==> config.mk <==
export PLATFORM = sky130hd
export DESIGN_NAME = subservient_sram_arbiter
export DESIGN_NICKNAME = d
export VERILOG_FILES = /design/src/rtl/subservient_sram_arbiter.sv
export SDC_FILE = /design/constraint.sdc
export NUM_CORES = 1
export LEC_CHECK = 0
export ABC_AREA = 1
export CAP_MARGIN = 0
export CORE_UTILIZATION = 25
export CTS_BUF_LIST = sky130_fd_sc_hd__clkbuf_8
export DETAILED_ROUTE_END_ITERATION = 6
export HOLD_SLACK_MARGIN = 0.02
export REMOVE_ABC_BUFFERS = 1
export SLEW_MARGIN = 5
export SYNTH_ARGS = -nofsm -noshare
export SYNTH_HDL_FRONTEND = slang
export SYNTH_SLANG_ARGS = --single-unit
==> constraint.sdc <==
create_clock -name i_clk -period 5.84 [get_ports i_clk]
set_input_delay 1.168 -clock i_clk [delete_from_list [all_inputs] [get_ports i_clk]]
set_output_delay 1.168 -clock i_clk [all_outputs]
set_load 0.01 [all_outputs]
==> src/rtl/subservient_sram_arbiter.sv <==
// rtl/subservient_sram_arbiter.sv - shares one 1rw1r 32x256 SRAM macro between the core byte port and a Wishbone port
//
// Purpose:
//   The subservient core's 8-bit SRAM interface owns the macro whenever it
//   strobes. It is never stalled and sees no added latency. A 32-bit
//   Wishbone debug/loader port borrows macro port 0 (write) or port 1 (read)
//   only in cycles the core leaves free. Every cycle a pending Wishbone
//   request is held off is counted in a saturating 16-bit counter.
//
// Ports:
//   i_clk, i_rst                       clock, synchronous active-high reset
//   i_sram_waddr/wdata/wen             core byte write
//   i_sram_raddr/ren, o_sram_rdata     core byte read (data valid next cycle)
//   i_wb_adr/dat/sel/we/stb            Wishbone classic request, held until ack
//   o_wb_rdt, o_wb_ack                 registered read data, single-cycle ack
//   o_csb0/web0/wmask0/addr0/din0      macro port 0 (write only, web0 tied 0)
//   o_csb1/addr1, i_dout1              macro port 1 (read only, data next cycle)
//   o_conflicts                        saturating count of blocked Wishbone cycles
//
// AW must be at least 10. Core address bits above bit 9 are ignored.

module subservient_sram_arbiter #(
    parameter int AW = 10
) (
    input  logic          i_clk,
    input  logic          i_rst,
    input  logic [AW-1:0] i_sram_waddr,
    input  logic [7:0]    i_sram_wdata,
    input  logic          i_sram_wen,
    input  logic [AW-1:0] i_sram_raddr,
    input  logic          i_sram_ren,
    output logic [7:0]    o_sram_rdata,
    input  logic [31:0]   i_wb_adr,
    input  logic [31:0]   i_wb_dat,
    input  logic [3:0]    i_wb_sel,
    input  logic          i_wb_we,
    input  logic          i_wb_stb,
    output logic [31:0]   o_wb_rdt,
    output logic          o_wb_ack,
    output logic          o_csb0,
    output logic          o_web0,
    output logic [3:0]    o_wmask0,
    output logic [7:0]    o_addr0,
    output logic [31:0]   o_din0,
    output logic          o_csb1,
    output logic [7:0]    o_addr1,
    input  logic [31:0]   i_dout1,
    output logic [15:0]   o_conflicts
);

    typedef enum logic [1:0] {
        S_IDLE,
        S_RD_WAIT,
        S_ACK
    } state_t;

    state_t      state;
    state_t      state_nxt;
    logic [1:0]  bsel;

    logic        core_wr;
    logic        core_rd;
    logic        wb_req;
    logic        wb_in_range;
    logic        wb_same_word;
    logic        wb_oor;
    logic        wb_wr_go;
    logic        wb_rd_go;
    logic        wb_block;

    // Wishbone byte-offset bits never reach the macro.
    logic        unused_wb_adr;
    assign unused_wb_adr = &{1'b0, i_wb_adr[1:0]};

    // Everything is gated by reset so a strobe seen during reset never
    // reaches the macro and the port outputs sit at their idle values.
    assign core_wr      = !i_rst && i_sram_wen;
    assign core_rd      = !i_rst && i_sram_ren;
    assign wb_req       = !i_rst && (state == S_IDLE) && i_wb_stb;
    assign wb_in_range  = (i_wb_adr[31:10] == 22'd0);

    // A core write to the very word the Wishbone read targets would leave
    // the read data undefined in the macro, so the read waits a cycle and
    // returns the post-write word instead.
    assign wb_same_word = i_sram_wen && (i_sram_waddr[9:2] == i_wb_adr[9:2]);

    assign wb_oor   = wb_req && !wb_in_range;
    assign wb_wr_go = wb_req && wb_in_range && i_wb_we && !i_sram_wen;
    assign wb_rd_go = wb_req && wb_in_range && !i_wb_we && !i_sram_ren && !wb_same_word;
    assign wb_block = wb_req && wb_in_range && !wb_wr_go && !wb_rd_go;

    // Port 0: write only. Core has priority; Wishbone drives only on issue.
    assign o_web0 = 1'b0;

    always_comb begin
        o_csb0   = 1'b1;
        o_wmask0 = 4'b0000;
        o_addr0  = 8'd0;
        o_din0   = 32'd0;
        if (core_wr) begin
            o_csb0   = 1'b0;
            o_wmask0 = 4'b0001 << i_sram_waddr[1:0];
            o_addr0  = i_sram_waddr[9:2];
            o_din0   = {4{i_sram_wdata}};
        end else if (wb_wr_go) begin
            o_csb0   = 1'b0;
            o_wmask0 = i_wb_sel;
            o_addr0  = i_wb_adr[9:2];
            o_din0   = i_wb_dat;
        end
    end

    // Port 1: read only.
    always_comb begin
        o_csb1  = 1'b1;
        o_addr1 = 8'd0;
        if (core_rd) begin
            o_csb1  = 1'b0;
            o_addr1 = i_sram_raddr[9:2];
        end else if (wb_rd_go) begin
            o_csb1  = 1'b0;
            o_addr1 = i_wb_adr[9:2];
        end
    end

    // Byte lane of the last core read selects from the word the macro
    // returns one cycle later.
    assign o_sram_rdata = i_dout1[{bsel, 3'b000} +: 8];

    always_comb begin
        state_nxt = state;
        case (state)
            S_IDLE: begin
                if (wb_oor || wb_wr_go) begin
                    state_nxt = S_ACK;
                end else if (wb_rd_go) begin
                    state_nxt = S_RD_WAIT;
                end
            end
            S_RD_WAIT: state_nxt = S_ACK;
            S_ACK:     state_nxt = S_IDLE;
            default:   state_nxt = S_IDLE;
        endcase
    end

    assign o_wb_ack = !i_rst && (state == S_ACK);

    always_ff @(posedge i_clk) begin
        if (i_rst) begin
            state       <= S_IDLE;
            bsel        <= 2'd0;
            o_wb_rdt    <= 32'd0;
            o_conflicts <= 16'd0;
        end else begin
            state <= state_nxt;
            if (i_sram_ren) begin
                bsel <= i_sram_raddr[1:0];
            end
            if (state == S_RD_WAIT) begin
                o_wb_rdt <= i_dout1;
            end else if (wb_oor) begin
                o_wb_rdt <= 32'd0;
            end
            if (wb_block && (o_conflicts != 16'hFFFF)) begin
                o_conflicts <= o_conflicts + 16'd1;
            end
        end
    end

endmodule

Word-level counts from Yosys, hierarchy flattened
Cells that the tools add are included.
{ "word_totals": {"register_bits": 52, "inputBits": 134, "output_inout_bits": 112, "elab_cells": 57} }
{ "op_classes": {"add_sub_neg": 1, "n_eq_ne": 5, "shifts": 2, "n_mux": 17, "reduce_logical": 28} }
{ "ops": {"columns": ["op", "n"], "rows": [
  ["$mux 32", 4],
  ["$mux 8", 4],
  ["$shiftx 32x6->8", 1],
  ["$logic_not 22->1", 1],
  ["$add 16x1->16 const B", 1],
  ["$logic_and 1x1->1", 16],
  ["$ne 16x16->1 const B", 1],
  ["$eq 8x8->1", 1],
  ["$logic_not 1->1", 8],
  ["$mux 4", 2],
  ["$mux 1", 4],
  ["$mux 2", 2],
  ["$pmux 2 s2", 1],
  ["$shl 1x2->4 const A", 1],
  ["$ne 3x2->1 const B", 1],
  ["$eq 2x1->1 const B", 1],
  ["$eq 2x2->1 const B", 1],
  ["$logic_not 2->1", 1],
  ["$reduce_bool 2->1", 1],
  ["$logic_or 1x1->1", 1]
]} }

Longest topological paths before layout
Gate-level depths: netlist (run 1).
{ "logic_depth": {"ltp_word": 10, "ltp_mapped": 11, "mapped_depth_nobuf": 10} }

Least setup slack after synthesis (run 1)
No wires, ideal clock.
{ "synth_timing": {"path_type": "input to output", "start": "input i_wb_adr[11]", "end": "output o_addr1[0]", "arrival_ns": 2.377, "slack_ns": 2.295, "path_stages": 7, "n_path_buf": 1, "path_cell_list": "or2_1 nor2_2 nand4_4 nor2_4 nand3_4 clkbuf_1 o21ai_0"} }
{ "synth_via": {"elab_chain_cells": 7} }
{ "synth_rtl": {"columns": ["item", "line_no", "rtl"], "rows": [
  ["start: declaration", "33", "input logic [31:0] i_wb_adr,"],
  ["$logic_not 22->1", "80", "assign wb_in_range = (i_wb_adr[31:10] == 22'd0);"],
  ["$logic_and 1x1->1 (4 in series)", "89", "assign wb_rd_go = wb_req && wb_in_range && !i_wb_we && !i_sram_ren && !wb_same_word;"],
  ["$mux 8", "120", "end else if (wb_rd_go) begin"],
  ["$mux 8", "117", "if (core_rd) begin"],
  ["end: declaration", "46", "output logic [7:0] o_addr1,"]
]} }
No other way between the ends.

Worst setup path in the final report (run 1)
{ "layout_timing": {"start": "input i_wb_adr[23]", "end": "output o_wmask0[3]"} }
{ "layout_via": {"elab_chain_cells": 6} }
{ "layout_rtl": {"columns": ["item", "line_no", "rtl"], "rows": [
  ["$logic_not 22->1", "80", null],
  ["$logic_and 1x1->1 (3 in series)", "88", "assign wb_wr_go = wb_req && wb_in_range && i_wb_we && !i_sram_wen;"],
  ["$mux 4", "105", "end else if (wb_wr_go) begin"],
  ["$mux 4", "100", "if (core_wr) begin"],
  ["end: declaration", "42", "output logic [3:0] o_wmask0,"]
]} }
No other way between the ends.

==> summary.txt, run 1 <==
Setup path
  – Critical register-to-register path startpoint: state[1]$_SDFFE_PP0P_
  – Critical-path top delay cell: clkdlybuf4s50_1
  – Buf/Inv on CP: 3
  – Reg2reg setup slack: 3.57 ns
  – Worst setup path category: in2out
  – Critical Path RT: 4.67 ns
  – Slowest stage delay, CP: 0.58 ns
  – Worst path arrival time: 3.67 ns
  – Worst flop-to-flop path endpoint: o_conflicts[5]$_SDFFE_PP0P_
  – Critical Path Sink Type: primary output
  – Worst Setup Start Kind: primary input
  – Largest fanout of any net on the critical path: 37
  – Crit-path leading delay family: buffers and inverters
  – FF-to-FF path depth: 9
  – Ordered list of cells on the worst path: clkdlybuf4s50_1 -> nor2_1 -> nand2_1 -> nor2_1 -> nand3_1 -> nor2_2 -> nand2_2 -> clkinv_2 -> a32o_1 -> clkdlybuf4s50_1

Route
  – Ratio of routed vias to standard cells: 4.904
  – Post-detailed-routing wire length: 14.92 mm
  – Routed length per placed instance: 15.72 um
  – Number of remaining DRC errors: 0
  – Pre-antenna DRT Iters: 4
  – Via count: 4,654
  – ANT nets after route: 0
  – DRC marker count from the first detailed-route iteration: 282

GRT
  – Number of global-route vias before repair: 4,418
  – Remaining global-route overflow: 0
  – First-pass GRT wire length: 23.10 mm
  – Overall routing resource usage: 20.17%
  – Initial antenna violation count: 0
  – Maximum number of pins on one net before global-route repair: 52

Yosys
  – Count of state elements after synthesis: 52
  – Synth cell count leaders: 141 x nand2_1, 76 x nand3_1, 56 x nor2_1
  – Mean area per synthesized cell: 6.292 um^2
  – Leading cell type by number of instances after synthesis: nand2_1
  – Share of synthesized registers carrying an async set or reset: 0%
  – Dominant cell type by area after synthesis: dfxtp_1
  – Top post-synthesis cells by area: dfxtp_1 30%, nand2_1 15%, nand3_1 11%
  – EDFF count, synth: 0
  – Synthesized instance count: 550
  – Mapped Area: 0.003461 mm^2
  – Netlist cell types: 35
  – Sequential cell area fraction in the yosys report: 30.08%
  – Yosys warning count: 0
  – Area share of the leading cell type in the synthesized netlist: 30.08%
  – Most used flip-flop cell after synthesis: dfxtp_1

Power
  – Leakage: 2.274 nW
  – Ratio of total power to cell area: 130.9 mW/mm^2
  – Max rail drop VDD: 0.08654 mV

STA
  – Final period util: 82.89%
  – Final sum of negative setup slack: 0 ns
  – Worst hold margin: 0.4852 ns
  – Number of setup violations in the final report: 0
  – Worst Max-Slew Pin Slew: 1.225 ns
  – Minimum period implied by the final worst setup slack: 4.841 ns
  – Final max-slew violation count: 0
  – Worst-case headroom to the max-slew limit: 18.13%
  – Unrepaired setup endpoints after global routing: false
  – Clock skew: 0.01536 ns
  – Number of hold-slack violations in the final timing report: 0
  – Maximum frequency from static timing analysis: 0.2066 GHz

Layout
  – Post-Route Utilization: 45.30%
  – Number of standard cells in the final layout excluding fillers: 949
  – Count of filler cells inserted in the layout: 1,407
  – Final #Nets: 907
  – Area overhead of the layout relative to synthesis: 74.73%
  – Fraction of layout cells with a size suffix above 1: 3.364%
  – Ant diodes: 0

Clocking
  – Clk sink count: 52
  – Clock latency reported for the late side of the worst-skew pair: 0.31 ns
  – Number of H-tree levels: 2
  – Root buf cell: clkbuf_8
  – Number of hold buffers added after CTS: 0
  – Reg clk slew, reported paths: 0.09 ns
  – CTS Buffer Depth: 2
  – Post-CTS sizing: 0
  – TritonCTS clock tree: built
  – Number of buffers added by the clock tree synthesis step: 5
  – Post-CTS setup buffer count: 0

Run status
  – Status: finished clean

Floorplanning
  – X dimension of the die: 119.7 um
  – Initial standard-cell utilization of the core: 25.93%
  – Overall die area: 0.01432 mm^2
  – CORE AREA: 0.01335 mm^2
  – Number of rows created at floorplan: 42
  – Chip height: 119.7 um
  – Ports placed on the boundary: 246

Min path
  – Depth of the worst hold-timing path: 2
  – Worst Hold End: o_wb_rdt[23]$_SDFFE_PP0P_
  – Startpoint of the worst hold path: o_wb_rdt[23]$_SDFFE_PP0P_
  – Type of the most critical hold path: reg2reg

Run
  – Max-Cap Viols: 0

Placed design
  – Placed wire-length estimate: 11.36 mm
  – Routability cong.: 0.8908
  – Number of port buffers: 242
  – Total instance count after detailed placement: 941
[sequential cells by signal, indices dropped and copies added, names as in the netlist]
signal,flops
bsel,2
o_conflicts,16
o_wb_rdt,32
state,2
[cell type report]
class | count | area (um^2) | share of cell area (%)
Tap cell | 176 | 220.2 | 3.642
Timing Repair Buffer | 246 | 2447 | 40.47
Sequential cell | 52 | 1041 | 17.22
Inverter | 37 | 140.1 | 2.317
Clock buffer | 5 | 68.82 | 1.138
Multi-Input combinational cell | 430 | 2112 | 34.93
Clock inverter | 3 | 17.52 | 0.2897
[metrics by stage]
stage	setup WS (ns)	instance area [um^2]	power [mW]
2_1_floorplan	2.237	3293	0.4287
5_1_grt	0.7092	6047	0.8314
3_3_place_gp	0.9598	5961	0.5883
6_report	0.9993	6047	0.7913
3_5_place_dp	0.9276	5961	0.5901
4_1_cts	0.9235	6047	0.7998
[how the worst max path moves through the flow]
stage | start | endpoint | slack [ns] | depth (start not counted)
2_1_floorplan | i_wb_adr[11] | o_wmask0[0] | 2.24 | 7
3_3_place_gp | i_wb_adr[23] | o_wmask0[2] | 0.96 | 10
3_5_place_dp | i_wb_adr[21] | o_wmask0[2] | 0.93 | 10
4_1_cts | i_wb_adr[21] | o_wmask0[2] | 0.92 | 10
5_1_grt | i_wb_adr[29] | o_din0[8] | 0.71 | 11
6_report | i_wb_adr[23] | o_wmask0[3] | 1.0 | 10
[kinds of logic after synthesis]
| kind of cell | share of synthesized area [%] |
|---|---|
| flops | 30.08 |
| simple gates | 41.07 |
| compound gates | 15.94 |
| other cells | 0.1084 |
| fa+ha+maj | 0.3615 |
| xor+xnor | 3.543 |
| buf+inv | 8.893 |
[cells in the final DEF, fill, tap and decap left out]
master | synthesis | layout
nand2_1 | 141 | 141
a21oi_4 | 1 | 1
a32o_1 | 4 | 4
a31oi_1 | 1 | 1
nand3_1 | 76 | 76
xor2_1 | 9 | 9
buf_2 | 5 | 1
o22ai_1 | 15 | 15
nor3_1 | 3 | 3
inv_2 | 1 | 1
o21ai_0 | 30 | 30
inv_1 | 34 | 35
a21oi_1 | 49 | 49
nand4_1 | 22 | 22
nand4_4 | 1 | 1
nand3_2 | 3 | 3
ha_1 | 1 | 1
nor4_1 | 2 | 2
clkdlybuf4s50_1 | 0 | 241
dfxtp_1 | 52 | 52
or2_1 | 1 | 1
nor3b_1 | 1 | 1
buf_4 | 2 | 4
clkinv_2 | 1 | 2
xnor2_1 | 5 | 5
nand3_4 | 1 | 1
nor2_2 | 3 | 3
clkbuf_8 | 0 | 5
conb_1 | 1 | 1
nor2_4 | 2 | 2
nand2_2 | 1 | 1
and3_1 | 1 | 1
clkinv_1 | 1 | 1
inv_6 | 0 | 1
nor2_1 | 56 | 56
[worst reg2reg max path, delay by kind of cell (launching register included)]
| family | cells | cell delay (ns) |
|---|---|---|
| AND/OR/NAND/NOR | 4 | 0.86 |
| AO/OA/AOI/OAI | 2 | 0.48 |
| flip-flops | 1 | 0.32 |
| buffers and inverters | 3 | 0.48 |
[power by group]
part / internal, mW / switching (mW)
Combinational: 0.132 / 0.0910
Sequential: 0.356 / 0.00418
Clock: 0.0841 / 0.124
[layer usage]
metal	vias up	part of all wire, %	track usage, %
li1	2293	-	-
met1	2160	41	24.22
met2	187	51	37.46
met3	14	6.3	3.184
met4	0	1.3	4.141
met5	-	0	0
Note: power is estimated with default switching activity, not from simulation.
==> run 2, diff against run 1 <==
clock period = 5 ns   (was 5.84 ns; I/O delays follow)
==> run 2 against run 1 <==
Routed wire length fell by 0.96%. Via count fell by 0.62%. Sequential power rose by 17%. Global-route usage fell by 0.38 points. Critical path type unchanged. Critical endpoint is now o_wmask0[2]. Highest routed layer unchanged.
==> summary.txt, run 2 (synthesis results as in run 1) <==
Setup path
  – Critical Path RT: 4.00 ns
  – Largest fanout of any net on the critical path: 37
  – Critical Path Sink Type: primary output
  – Worst setup path category: in2out
  – Crit-path leading delay family: buffers and inverters
  – Ordered list of cells on the worst path: clkdlybuf4s50_1 -> nor2_1 -> nand2_1 -> nor2_1 -> nand3_1 -> nor2_2 -> nand2_2 -> clkinv_2 -> a32o_1 -> clkdlybuf4s50_1
  – Buf/Inv on CP: 3
  – Worst Setup Start Kind: primary input
  – Slowest stage delay, CP: 0.58 ns
  – Worst path arrival time: 3.54 ns
  – Critical-path top delay cell: clkdlybuf4s50_1

Route
  – Routed length per placed instance: 15.57 um
  – Number of remaining DRC errors: 0
  – Via count: 4,625
  – Ratio of routed vias to standard cells: 4.874
  – Detail Route met3 WL: 830 um
  – Pre-antenna DRT Iters: 5
  – DRC marker count from the first detailed-route iteration: 292
  – WL met1: 6.125 mm
  – Met2 Routed Length: 7.515 mm
  – ANT nets after route: 0
  – Max Used Layer: met4
  – Post-detailed-routing wire length: 14.77 mm

Floorplanning
  – CORE AREA: 0.01335 mm^2
  – Chip height: 119.7 um
  – Number of rows created at floorplan: 42
  – Ports placed on the boundary: 246
  – Initial standard-cell utilization of the core: 25.93%
  – X dimension of the die: 119.7 um
  – Overall die area: 0.01432 mm^2

STA
  – Minimum period implied by the final worst setup slack: 4.543 ns
  – Final sum of negative setup slack: 0 ns
  – Worst Max-Slew Pin Slew: 1.183 ns
  – Unrepaired setup endpoints after global routing: false
  – Worst-case headroom to the max-slew limit: 20.91%
  – Clock skew: 0.01132 ns
  – Number of hold-slack violations in the final timing report: 0
  – Maximum frequency from static timing analysis: 0.2201 GHz
  – Final period util: 90.85%
  – Number of setup violations in the final report: 0
  – Final max-slew violation count: 0

GRT
  – First-pass GRT wire length: 22.80 mm
  – Remaining global-route overflow: 0
  – Maximum number of pins on one net before global-route repair: 52
  – Overall routing resource usage: 19.78%
  – Initial antenna violation count: 0
  – Number of global-route vias before repair: 4,375

Clocking
  – CTS Buffer Depth: 2
  – Clock latency reported for the late side of the worst-skew pair: 0.31 ns
  – Post-CTS setup buffer count: 0
  – TritonCTS clock tree: built
  – Number of hold buffers added after CTS: 0
  – Root buf cell: clkbuf_8
  – Post-CTS sizing: 0
  – Number of buffers added by the clock tree synthesis step: 5
  – Clk sink count: 52
  – Reg clk slew, reported paths: 0.10 ns
  – Number of H-tree levels: 2

Power
  – Net Sw Frac: 27.67%
  – Gate power share: 28.1%
  – Clk network pwr share: 26.4%
  – Leakage: 2.274 nW
  – Ratio of total power to cell area: 152.8 mW/mm^2
  – Part of the total power dissipated in sequential elements: 45.4%
  – Overall power consumption: 923.9 uW
  – Max rail drop VDD: 0.09835 mV
  – Net switching power: 255.7 uW
  – Internal Pwr Total: 668.2 uW

Min path
  – Type of the most critical hold path: reg2reg

Layout
  – Final #Nets: 907
  – Sequential cell area: 0.001041 mm^2
  – Most common library cell in the layout ignoring fill and taps: clkdlybuf4s50_1
  – Registers with the most flip-flops: o_wb_rdt x32, o_conflicts x16
  – Count of filler cells inserted in the layout: 1,387
  – Fraction of layout cells with a size suffix above 1: 3.364%
  – Multi-input gate area: 0.002112 mm^2
  – Number of flip-flops in the largest register: 32
  – Post-Route Utilization: 45.30%
  – Commonest cells after routing, fill and taps aside: 241 x clkdlybuf4s50_1, 141 x nand2_1, 76 x nand3_1, 56 x nor2_1, 52 x dfxtp_1
  – Ant diodes: 0
  – Area overhead of the layout relative to synthesis: 74.73%
  – Most flops, register: o_wb_rdt

Placed design
  – Placed wire-length estimate: 11.34 mm
  – Routability cong.: 0.8874
  – Number of port buffers: 242

Run status
  – Status: finished clean

Run
  – Max-Cap Viols: 0
## run 2: cell counts in the layout (fill, tap and decap cells not counted)
No cell type changed its count.
## run 2: cell type report
| cell class | instances | share of cell area (%) |
|---|---|---|
| flip-flops and latches | 52 | 17.22 |
| inverters | 37 | 2.317 |
| multi-input cells | 430 | 34.93 |
| well taps | 176 | 3.642 |
| repair buffers | 246 | 40.47 |
| clock buffers | 5 | 1.138 |
| clock inverters | 3 | 0.2897 |
## run 2: power by group through the flow
| stage | clock, mW | sequential [mW] | combinational, mW |
|---|---|---|---|
| after CTS | 0.254 | 0.420 | 0.261 |
| after detailed placement | 0 | 0.429 | 0.259 |
| after floorplan | 0 | 0.427 | 0.0734 |
| after global placement | 0 | 0.429 | 0.258 |
| final | 0.244 | 0.420 | 0.260 |
| after global routing | 0.268 | 0.421 | 0.279 |
## run 2: metrics by stage
stage / std cells / instance area [um^2] / worst slack (ns) / hold slack, ns
floorplan: 519 / 3293 / 1.733 / 0.4917
global placement: 941 / 5961 / 0.4520 / 0.4679
detailed placement: 941 / 5961 / 0.4309 / 0.4750
CTS: 949 / 6047 / 0.4168 / 0.4901
global route: 949 / 6047 / 0.2453 / 0.5077
finish: 949 / 6047 / 0.4574 / 0.4867
## run 2: worst reg2reg max path: stages, from the launching register on
cell	delay, ns
dfxtp_1	0.31
clkinv_1	0.03
buf_4	0.32
nand3_2	0.17
inv_2	0.11
nand4_4	0.15
a21oi_4	0.43
nand3_2	0.38
nand2_1	0.15
a21oi_1	0.07
## run 2: final timing paths
| path | startpoint | end | slack (ns) | cells past startpoint |
|---|---|---|---|---|
| max | i_wb_adr[29] | o_wmask0[2] | 0.46 | 10 |
| min | o_wb_rdt[9]$_SDFFE_PP0P_ | o_wb_rdt[9]$_SDFFE_PP0P_ | 0.49 | 2 |
| max reg2reg | state[1]$_SDFFE_PP0P_ | o_conflicts[5]$_SDFFE_PP0P_ | 2.74 | 9 |
| min reg2reg | o_wb_rdt[9]$_SDFFE_PP0P_ | o_wb_rdt[9]$_SDFFE_PP0P_ | 0.49 | 2 |
## run 2: per-layer routing
metal / vias to the layer above / GRT usage, %
met5: - / 0
met4: 0 / 5.469
met3: 20 / 3.089
met2: 163 / 36.63
met1: 2143 / 23.34
li1: 2299 / -
==> run 3, diff against run 2 <==
ABC_AREA = default   (was 1)
==> run 3 against run 2 <==
Critical path depth shrank 3. Sequential cell count stayed put. Synthesized cell count fell by 32%. Synthesized area is 9.2% lower. Routed wire length shrank 17%. Hold slack lost 0.014 ns. Count of clock-buffer cells in the layout rose by 1. Critical path type unchanged. Critical endpoint is now o_addr1[3]. Largest cell class unchanged.
==> summary.txt, run 3 <==
Setup path
  – Ordered list of cells on the worst path: clkdlybuf4s50_1 -> nor4_1 -> and4_1 -> nand2_1 -> nor3b_4 -> a22o_1 -> clkdlybuf4s50_1
  – FF-to-FF path depth: 5
  – Cell occurring most often along the worst timing path: clkdlybuf4s50_1
  – Worst setup path category: in2out
  – Worst flop-to-flop path endpoint: o_conflicts[14]$_SDFFE_PP0P_
  – Critical Path RT: 4.00 ns
  – Termination of the worst setup path: o_addr1[3]
  – Worst Setup Start Kind: primary input
  – Worst path arrival time: 3.51 ns
  – Logic depth of the worst path, buffers included: 7
  – Slowest stage delay, CP: 0.58 ns
  – Reg2reg setup slack: 2.66 ns
  – Critical-path top delay cell: clkdlybuf4s50_1
  – Buf/Inv on CP: 2
  – Timing startpoint of the critical path: i_wb_adr[26]
  – Critical Path Sink Type: primary output
  – Largest fanout of any net on the critical path: 10
  – Critical register-to-register path startpoint: state[0]$_SDFFE_PP0P_
  – Crit-path leading delay family: simple AND/OR/NAND/NOR gates

Layout
  – Registers with the most flip-flops: o_wb_rdt x32, o_conflicts x16
  – Most common library cell in the layout ignoring fill and taps: clkdlybuf4s50_1
  – Final #Nets: 732
  – Ant diodes: 0
  – Count of filler cells inserted in the layout: 1,194
  – Number of flip-flops in the largest register: 32
  – Post-Route Utilization: 48.01%
  – Fraction of layout cells with a size suffix above 1: 5.686%
  – Multi-input gate area: 0.001968 mm^2
  – Number of standard cells in the final layout excluding fillers: 766
  – Layout Cell Area excl Fill: 0.005814 mm^2
  – Commonest cells after routing, fill and taps aside: 241 x clkdlybuf4s50_1, 52 x dfxtp_1, 48 x a22o_1, 42 x a21oi_1, 41 x nand2_1
  – Area overhead of the layout relative to synthesis: 85.07%
  – Most flops, register: o_wb_rdt
  – Sequential cell area: 0.001041 mm^2

Yosys
  – Top post-synthesis cells by area: dfxtp_1 33%, a22o_1 13%, a21oi_1 6.7%
  – Netlist cell types: 44
  – Most used flip-flop cell after synthesis: dfxtp_1
  – Leading cell type by number of instances after synthesis: dfxtp_1
  – Area share of the leading cell type in the synthesized netlist: 33.13%
  – Sequential cell area fraction in the yosys report: 33.13%
  – Mean area per synthesized cell: 8.400 um^2
  – EDFF count, synth: 0
  – Synth cell count leaders: 52 x dfxtp_1, 48 x a22o_1, 42 x a21oi_1
  – Dominant cell type by area after synthesis: dfxtp_1
  – Count of state elements after synthesis: 52
  – Synthesized instance count: 374
  – Mapped Area: 0.003142 mm^2
  – Yosys warning count: 0
  – Share of synthesized registers carrying an async set or reset: 0%

Power
  – Leakage: 1.913 nW
  – Net Sw Frac: 25.25%
  – Part of the total power dissipated in sequential elements: 45.6%
  – Gate power share: 27.1%
  – Max rail drop VDD: 0.1057 mV
  – Net switching power: 232.6 uW
  – Ratio of total power to cell area: 158.5 mW/mm^2
  – Overall power consumption: 921.4 uW
  – Clk network pwr share: 27.3%
  – Internal Pwr Total: 688.8 uW

STA
  – Clock skew: 0.002729 ns
  – Worst-case headroom to the max-slew limit: 56.82%
  – Worst Max-Slew Pin Slew: 0.6464 ns
  – Final max-slew violation count: 0
  – Minimum period implied by the final worst setup slack: 4.508 ns
  – Worst hold margin: 0.4726 ns
  – Final period util: 90.16%
  – Final WS setup: 0.4921 ns
  – Unrepaired setup endpoints after global routing: false
  – Final sum of negative setup slack: 0 ns
  – Number of setup violations in the final report: 0
  – Maximum frequency from static timing analysis: 0.2218 GHz
  – Number of hold-slack violations in the final timing report: 0

GRT
  – Number of global-route vias before repair: 3,742
  – Remaining global-route overflow: 0
  – Initial antenna violation count: 0
  – Maximum number of pins on one net before global-route repair: 46
  – Met1 demand-to-capacity share in global routing: 19.84%
  – GR Layer Usage met3: 4.447%
  – First-pass GRT wire length: 19.09 mm
  – Overall routing resource usage: 18.43%
  – Met2 Use GR: 34.83%
  – GR peak layer: met2

Clocking
  – CTS Buffer Depth: 2
  – Reg clk slew, reported paths: 0.09 ns
  – Number of H-tree levels: 2
  – TritonCTS clock tree: built
  – Clock latency reported for the late side of the worst-skew pair: 0.30 ns
  – Post-CTS setup buffer count: 0
  – Root buf cell: clkbuf_8
  – Clk sink count: 52
  – Number of hold buffers added after CTS: 0
  – Number of buffers added by the clock tree synthesis step: 5
  – Post-CTS sizing: 0

Floorplanning
  – Overall die area: 0.01302 mm^2
  – X dimension of the die: 114.1 um
  – Chip height: 114.1 um
  – Ports placed on the boundary: 246
  – Number of rows created at floorplan: 40
  – CORE AREA: 0.01211 mm^2
  – Initial standard-cell utilization of the core: 25.94%

Placed design
  – Routability cong.: 0.8375
  – Placed wire-length estimate: 9.718 mm
  – Place WS: 0.4575 ns
  – Number of port buffers: 242
  – Placed cell area: 0.005720 mm^2
  – Total instance count after detailed placement: 758

Run status
  – Status: finished clean

Route
  – Post-detailed-routing wire length: 12.27 mm
  – ANT nets after route: 0
  – Number of remaining DRC errors: 0
  – Routed length per placed instance: 16.02 um
  – Pre-antenna DRT Iters: 5
  – Via count: 3,794
  – DRC marker count from the first detailed-route iteration: 179
  – Ratio of routed vias to standard cells: 4.953

Run
  – Max-Cap Viols: 0

Min path
  – Type of the most critical hold path: reg2reg
[run 3: worst register-to-register path: stages (launching register included)]
cell and delay (ns):
dfxtp_1 0.37, nor4b_2 0.47, and3_1 0.21, nand3_1 0.34, or4b_4 0.61, a221oi_2 0.26
[run 3: area by class of cell]
type	instances	area share, %
Clock inverter	2	0.1937
Sequential cell	52	17.90
Inverter	5	0.3228
Tap cell	168	3.615
Timing Repair Buffer	249	42.69
Multi-Input combinational cell	284	33.85
Clock buffer	6	1.420
[run 3: cell families (layout without fill, tap and decap cells)]
family	after synthesis	in the layout	share of synthesized area (%)
XOR/XNOR	8	8	2.230
AO/OA/AOI/OAI	112	112	25.81
buffers and inverters	38	262	4.779
other	1	1	0.1194
multiplexers	15	15	8.084
AND/OR/NAND/NOR	147	147	25.45
flip-flops	52	52	33.13
adder cells (fa/ha/maj)	1	1	0.3982
[run 3: worst min-delay path by stage]
stage	slack [ns]	cells past startpoint	startpoint	to
finish	0.47	2	o_wb_rdt[29]$_SDFFE_PP0P_	o_wb_rdt[29]$_SDFFE_PP0P_
global route	0.49	2	o_wb_rdt[24]$_SDFFE_PP0P_	o_wb_rdt[24]$_SDFFE_PP0P_
CTS	0.47	2	o_wb_rdt[27]$_SDFFE_PP0P_	o_wb_rdt[27]$_SDFFE_PP0P_
detailed placement	0.46	2	o_wb_rdt[27]$_SDFFE_PP0P_	o_wb_rdt[27]$_SDFFE_PP0P_
global placement	0.45	2	o_wb_rdt[23]$_SDFFE_PP0P_	o_wb_rdt[23]$_SDFFE_PP0P_
floorplan	0.48	1	state[1]$_SDFFE_PP0P_	state[1]$_SDFFE_PP0P_
[run 3: power by group through the flow]
stage	Clock (mW)	Sequential [mW]	Combinational, mW
after floorplan	0	0.428	0.0667
after global placement	0	0.430	0.250
after detailed placement	0	0.431	0.251
after CTS	0.261	0.421	0.252
after global routing	0.275	0.422	0.265
final	0.251	0.420	0.250
[run 3: metal layers]
layer,up-vias,share of wire (%)
li1,1859,-
met1,1759,37
met2,162,53
met3,14,7.7
met4,0,2.2
met5,-,0
